--- config.mk ---
export PLATFORM = sky130hd
export DESIGN_NAME = counter_sequencer
export DESIGN_NICKNAME = d
export VERILOG_FILES = /design/src/rtl/counter_sequencer.sv
export SDC_FILE = /design/constraint.sdc
export NUM_CORES = 1
export LEC_CHECK = 0
export BUFFER_PORTS_ARGS = -buffer_cell sky130_fd_sc_hd__buf_2
export CORE_UTILIZATION = 47
export DETAILED_ROUTE_END_ITERATION = 7
export GPL_ROUTABILITY_DRIVEN = 0
export PLACE_DENSITY = 0.77
export SYNTH_ARGS = -nofsm -noshare
export SYNTH_HDL_FRONTEND = slang
export SYNTH_SLANG_ARGS = --single-unit
--- constraint.sdc ---
create_clock -name clk -period 2 [get_ports clk]
set_input_delay 0.2 -clock clk [delete_from_list [all_inputs] [get_ports clk]]
set_output_delay 0.2 -clock clk [all_outputs]
set_load 0.02 [all_outputs]
--- src/rtl/counter_sequencer.sv ---
// Sequences an external 8-bit counter through `reps` repetitions of 0..period,
// with a clear cycle before each repetition, abort on stop and a fault check.
module counter_sequencer (
    input  logic       clk,
    input  logic       rst,
    input  logic       start,
    input  logic       stop,
    input  logic [7:0] period,
    input  logic [3:0] reps,
    input  logic [7:0] cnt_count,
    input  logic       cnt_tc,
    output logic       cnt_rst,
    output logic       cnt_en,
    output logic       busy,
    output logic       tick,
    output logic       done,
    output logic       err,
    output logic [3:0] rep_left
);

    typedef enum logic [1:0] {IDLE, CLR, RUN, DONE} state_t;

    state_t     state, state_nx;
    logic [7:0] period_q;
    logic       err_q;
    logic       match, fault, accept, reject;

    assign match = (state == RUN) && (cnt_count == period_q);
    // A wrapped counter that never met period_q; a period of 255 ends on a match instead.
    assign fault = (state == RUN) && cnt_tc && !match;

    always_comb begin
        state_nx = state;
        accept   = 1'b0;
        reject   = 1'b0;
        case (state)
            IDLE: begin
                if (start) begin
                    if (period != 8'd0 && reps != 4'd0) begin
                        accept   = 1'b1;
                        state_nx = CLR;
                    end else begin
                        reject = 1'b1;
                    end
                end
            end
            CLR:  state_nx = stop ? IDLE : RUN;
            RUN: begin
                if (stop)
                    state_nx = IDLE;
                else if (match)
                    state_nx = (rep_left == 4'd1) ? DONE : CLR;
                else if (fault)
                    state_nx = IDLE;
            end
            DONE:    state_nx = IDLE;
            default: state_nx = IDLE;
        endcase
    end

    always_ff @(posedge clk) begin
        if (!rst) begin
            state    <= IDLE;
            period_q <= 8'd0;
            rep_left <= 4'd0;
            err_q    <= 1'b0;
        end else begin
            state <= state_nx;
            err_q <= reject || (fault && !stop);
            if (accept) begin
                period_q <= period;
                rep_left <= reps;
            end else if (match && !stop) begin
                rep_left <= rep_left - 4'd1;
            end
        end
    end

    // The counter is held clear for the whole reset window, not just after the edge.
    assign cnt_rst = !rst || (state == CLR);
    assign cnt_en  = rst && (state == RUN) && !match && !stop;
    assign busy    = (state == CLR) || (state == RUN);
    assign tick    = match;
    assign done    = (state == DONE);
    assign err     = err_q;

endmodule

==> metrics.md <==
| Metric | Value |
|---|---|
| Status | finished clean |
| Most frequent cells in the layout | 34 x buf_2, 19 x nand2_1, 14 x dfxtp_1 |
| Final Cycle Share | 91.04% |
| Drc violations | 0 |
| Final number of max-transition violations | 0 |
| Setup TNS | 0 ps |
| Number of gates resized after CTS | 0 |
| CTS clk-pin slew, worst paths | 90 ps |
| Final WS setup | 179.2 ps |
| Vias in the first global route | 824 |
| Min-delay worst type | input port to flip-flop |
| CP max FO | 4 |
| CTS max path bufs | 2 |
| Crit path from | state[0]$_SDFFE_PN0P_ |
| Insertion delay to the later sink of the worst-skew pair | 280 ps |
| Worst R2R Path Depth | 6 |
| RSZ-0062 raised after global routing | false |
| Cells after Synth | 110 |
| Synth warnings | 0 |
| Post-Syn Nets | 142 |
| Pre-CTS setup slack | 243.8 ps |
| Mean routed wirelength per cell | 11.99 um |
| Post-CTS Setup Inserts | 0 |
| Cells on Worst Hold Path | 3 |
| Fillcell total | 160 |
| Metal3 WL | 88 um |
| Seq cells post-synth | 15 |
| Seq/Total Area, Yosys | 32.35% |
| I/O pin total | 35 |
| Port bufs | 34 |
| Nature of the critical path startpoint | flip-flop |
| Post-DP HPWL | 1.632 mm |
| First-pass GRT wire length | 3.346 mm |
| RR Startpoint | state[0]$_SDFFE_PN0P_ |
| Max_cap viols | 0 |
| VDD IR-drop max | 0.5878 mV |
| # rows | 15 |
| Syn Area/Cell | 8.440 um^2 |
| Critical Path End Type | output port |
| TritonCTS buffer count | 3 |
| Share of layout cells above drive strength 1 | 32.64% |
| GRT Util Overall | 21.86% |
| Distinct cells, synth | 34 |
| Reg-to-reg critical path endpoint | state[1]$_SDFFE_PN0P_ |
| Worst reg2reg setup slack | 280 ps |
| Crit path arrival time | 1620 ps |
| Final hold violations | 0 |
| Clk sinks | 15 |
| Drt pass-1 iters | 4 |
| Vias | 917 |
| Min-delay src | period[7] |
| DR iter-0 viols | 23 |
| DR WL met2 | 956 um |
| Starting Density | 52.07% |
| Crit path kind | flip-flop to output port |
| Final setup vio count | 0 |
| Initial antenna violation count | 0 |
| Power Density | 715.7 nW/um^2 |
| Core area | 1783 um^2 |
| Most common cell after layout, fill and taps aside | buf_2 |
| Tmin final | 1821 ps |
| M1 WL | 958 um |
| Ant. Diodes | 0 |
| Final nets | 177 |
| Hold Path Sink | period_q[7]$_SDFFE_PN0P_ |
| Largest net degree at the start of global routing | 15 |
| Worst EP required | 1800 ps |
| Die width | 46.45 um |
| Area of the mapped netlist | 928.4 um^2 |
| Fmax | 0.5492 GHz |
| H-tree levels | 1 |
| CTS tree | yes |
| Area Overhead vs Synth | 23.72% |
| DR top layer | met4 |
| CTS Root Cell | clkbuf_4 |
| Worst slew pin tran | 470.8 ps |
| Drt total wl | 2.026 mm |
| Antenna-violating nets left | 0 |
| Clock Skew | 5.832 ps |
| Via density | 5.426 |
| Grt ovf | 0 |
| Die height | 46.45 um |
| Die area | 2157 um^2 |
| Leak Pwr | 0.4927 nW |
| Slew margin rel. | 68.61% |
| Hold-fix buffers, CTS | 0 |
[report_power, final]
group          switching (mW)  internal (mW)
Combinational           0.168          0.119
Sequential             0.0316          0.334
Clock                  0.0954         0.0742
Total                   0.296          0.527
[critical path, stage by stage, from the launching register on]
cell	delay, ps
dfxtp_2	350
inv_1	100
ha_1	230
nand2_2	110
nor3_2	290
nor4b_1	80
buf_2	180
[kinds of logic after synthesis]
kind of cell	Yosys count	share of synthesized area, %
flip-flops	15	32.35
multiplexers	1	1.213
AND/OR/NAND/NOR	46	27.76
XOR/XNOR	9	9.300
AO/OA/AOI/OAI	22	15.77
adder cells (fa/ha/maj)	7	9.434
buffers and inverters	10	4.177
[worst max-delay path by stage]
stage                                 end  slack, ps  cells after the start
CTS                                cnt_en         50                      6
floorplan                          cnt_en        110                      5
global placement    state[0]$_SDFFE_PN0P_        340                      6
global route                       cnt_en         60                      6
finish                             cnt_en        180                      6
detailed placement  state[0]$_SDFFE_PN0P_        240                      6
[metal layers]
metal  global-route usage, %  vias up
met5                       0        -
met2                   34.72       22
met1                   28.07      432
met3                   5.098        4
li1                        -      459
met4                   8.824        0
[sequential cells by signal, indices dropped and copies added, names as in the netlist]
name / count
state: 2
rep_left: 4
err: 1
period_q: 8
[cells in the mapped netlist]
| cell type | number | area [um^2] |
|---|---|---|
| a211o_1 | 1 | 8.760 |
| a211oi_1 | 1 | 7.510 |
| a21bo_2 | 1 | 10.01 |
| a21o_1 | 1 | 7.510 |
| a21oi_1 | 12 | 60.06 |
| a311oi_1 | 1 | 8.760 |
| a32oi_1 | 1 | 8.760 |
| and3_1 | 1 | 6.260 |
| buf_2 | 1 | 5.000 |
| clkbuf_1 | 4 | 15.01 |
| dfxtp_1 | 15 | 300.3 |
| ha_1 | 7 | 87.58 |
| inv_1 | 5 | 18.77 |
| mux2_1 | 1 | 11.26 |
| nand2_1 | 20 | 75.07 |
| nand2b_1 | 1 | 6.260 |
| nand3_1 | 6 | 30.03 |
| nand3b_1 | 2 | 15.01 |
| nand4_1 | 2 | 12.51 |
| nand4_2 | 1 | 12.51 |
| nand4bb_1 | 1 | 11.26 |
| nor2_1 | 3 | 11.26 |
| nor3_1 | 1 | 5.000 |
| nor3_2 | 1 | 10.01 |
| nor3b_1 | 1 | 7.510 |
| nor4_1 | 4 | 25.02 |
| nor4_4 | 1 | 21.27 |
| nor4b_1 | 1 | 8.760 |
| o21ai_0 | 1 | 5.000 |
| o311a_1 | 1 | 10.01 |
| o31ai_1 | 1 | 7.510 |
| o31ai_2 | 1 | 12.51 |
| xnor2_1 | 8 | 70.07 |
| xnor2_2 | 1 | 16.27 |
[stage by stage]
| stage | cell area, um^2 | std cells | utilization, % | hold WS [ps] | power, mW |
|---|---|---|---|---|---|
| 6_report | 1149 | 169 | 64.42 | 158.4 | 0.8221 |
| 5_1_grt | 1149 | 169 | 64.42 | 145.1 | 0.8891 |
| 4_1_cts | 1145 | 169 | 64.21 | 155.7 | 0.8251 |
| 3_5_place_dp | 1117 | 165 | 62.67 | 458.9 | 0.6553 |
| 3_3_place_gp | 1117 | 165 | 62.67 | 448.0 | 0.6497 |
| 2_1_floorplan | 928.4 | 110 | - | 332.4 | 0.5733 |
[cell type report]
cell class | count | area (um^2) | share of cell area, %
clock buffers | 3 | 22.52 | 1.961
clock inverters | 1 | 5.005 | 0.4357
inverters | 5 | 18.77 | 1.634
multi-input cells | 85 | 591.8 | 51.53
flip-flops and latches | 15 | 301.5 | 26.25
well taps | 25 | 31.28 | 2.723
repair buffers | 35 | 177.7 | 15.47
Power figures use the tool's default switching activity.
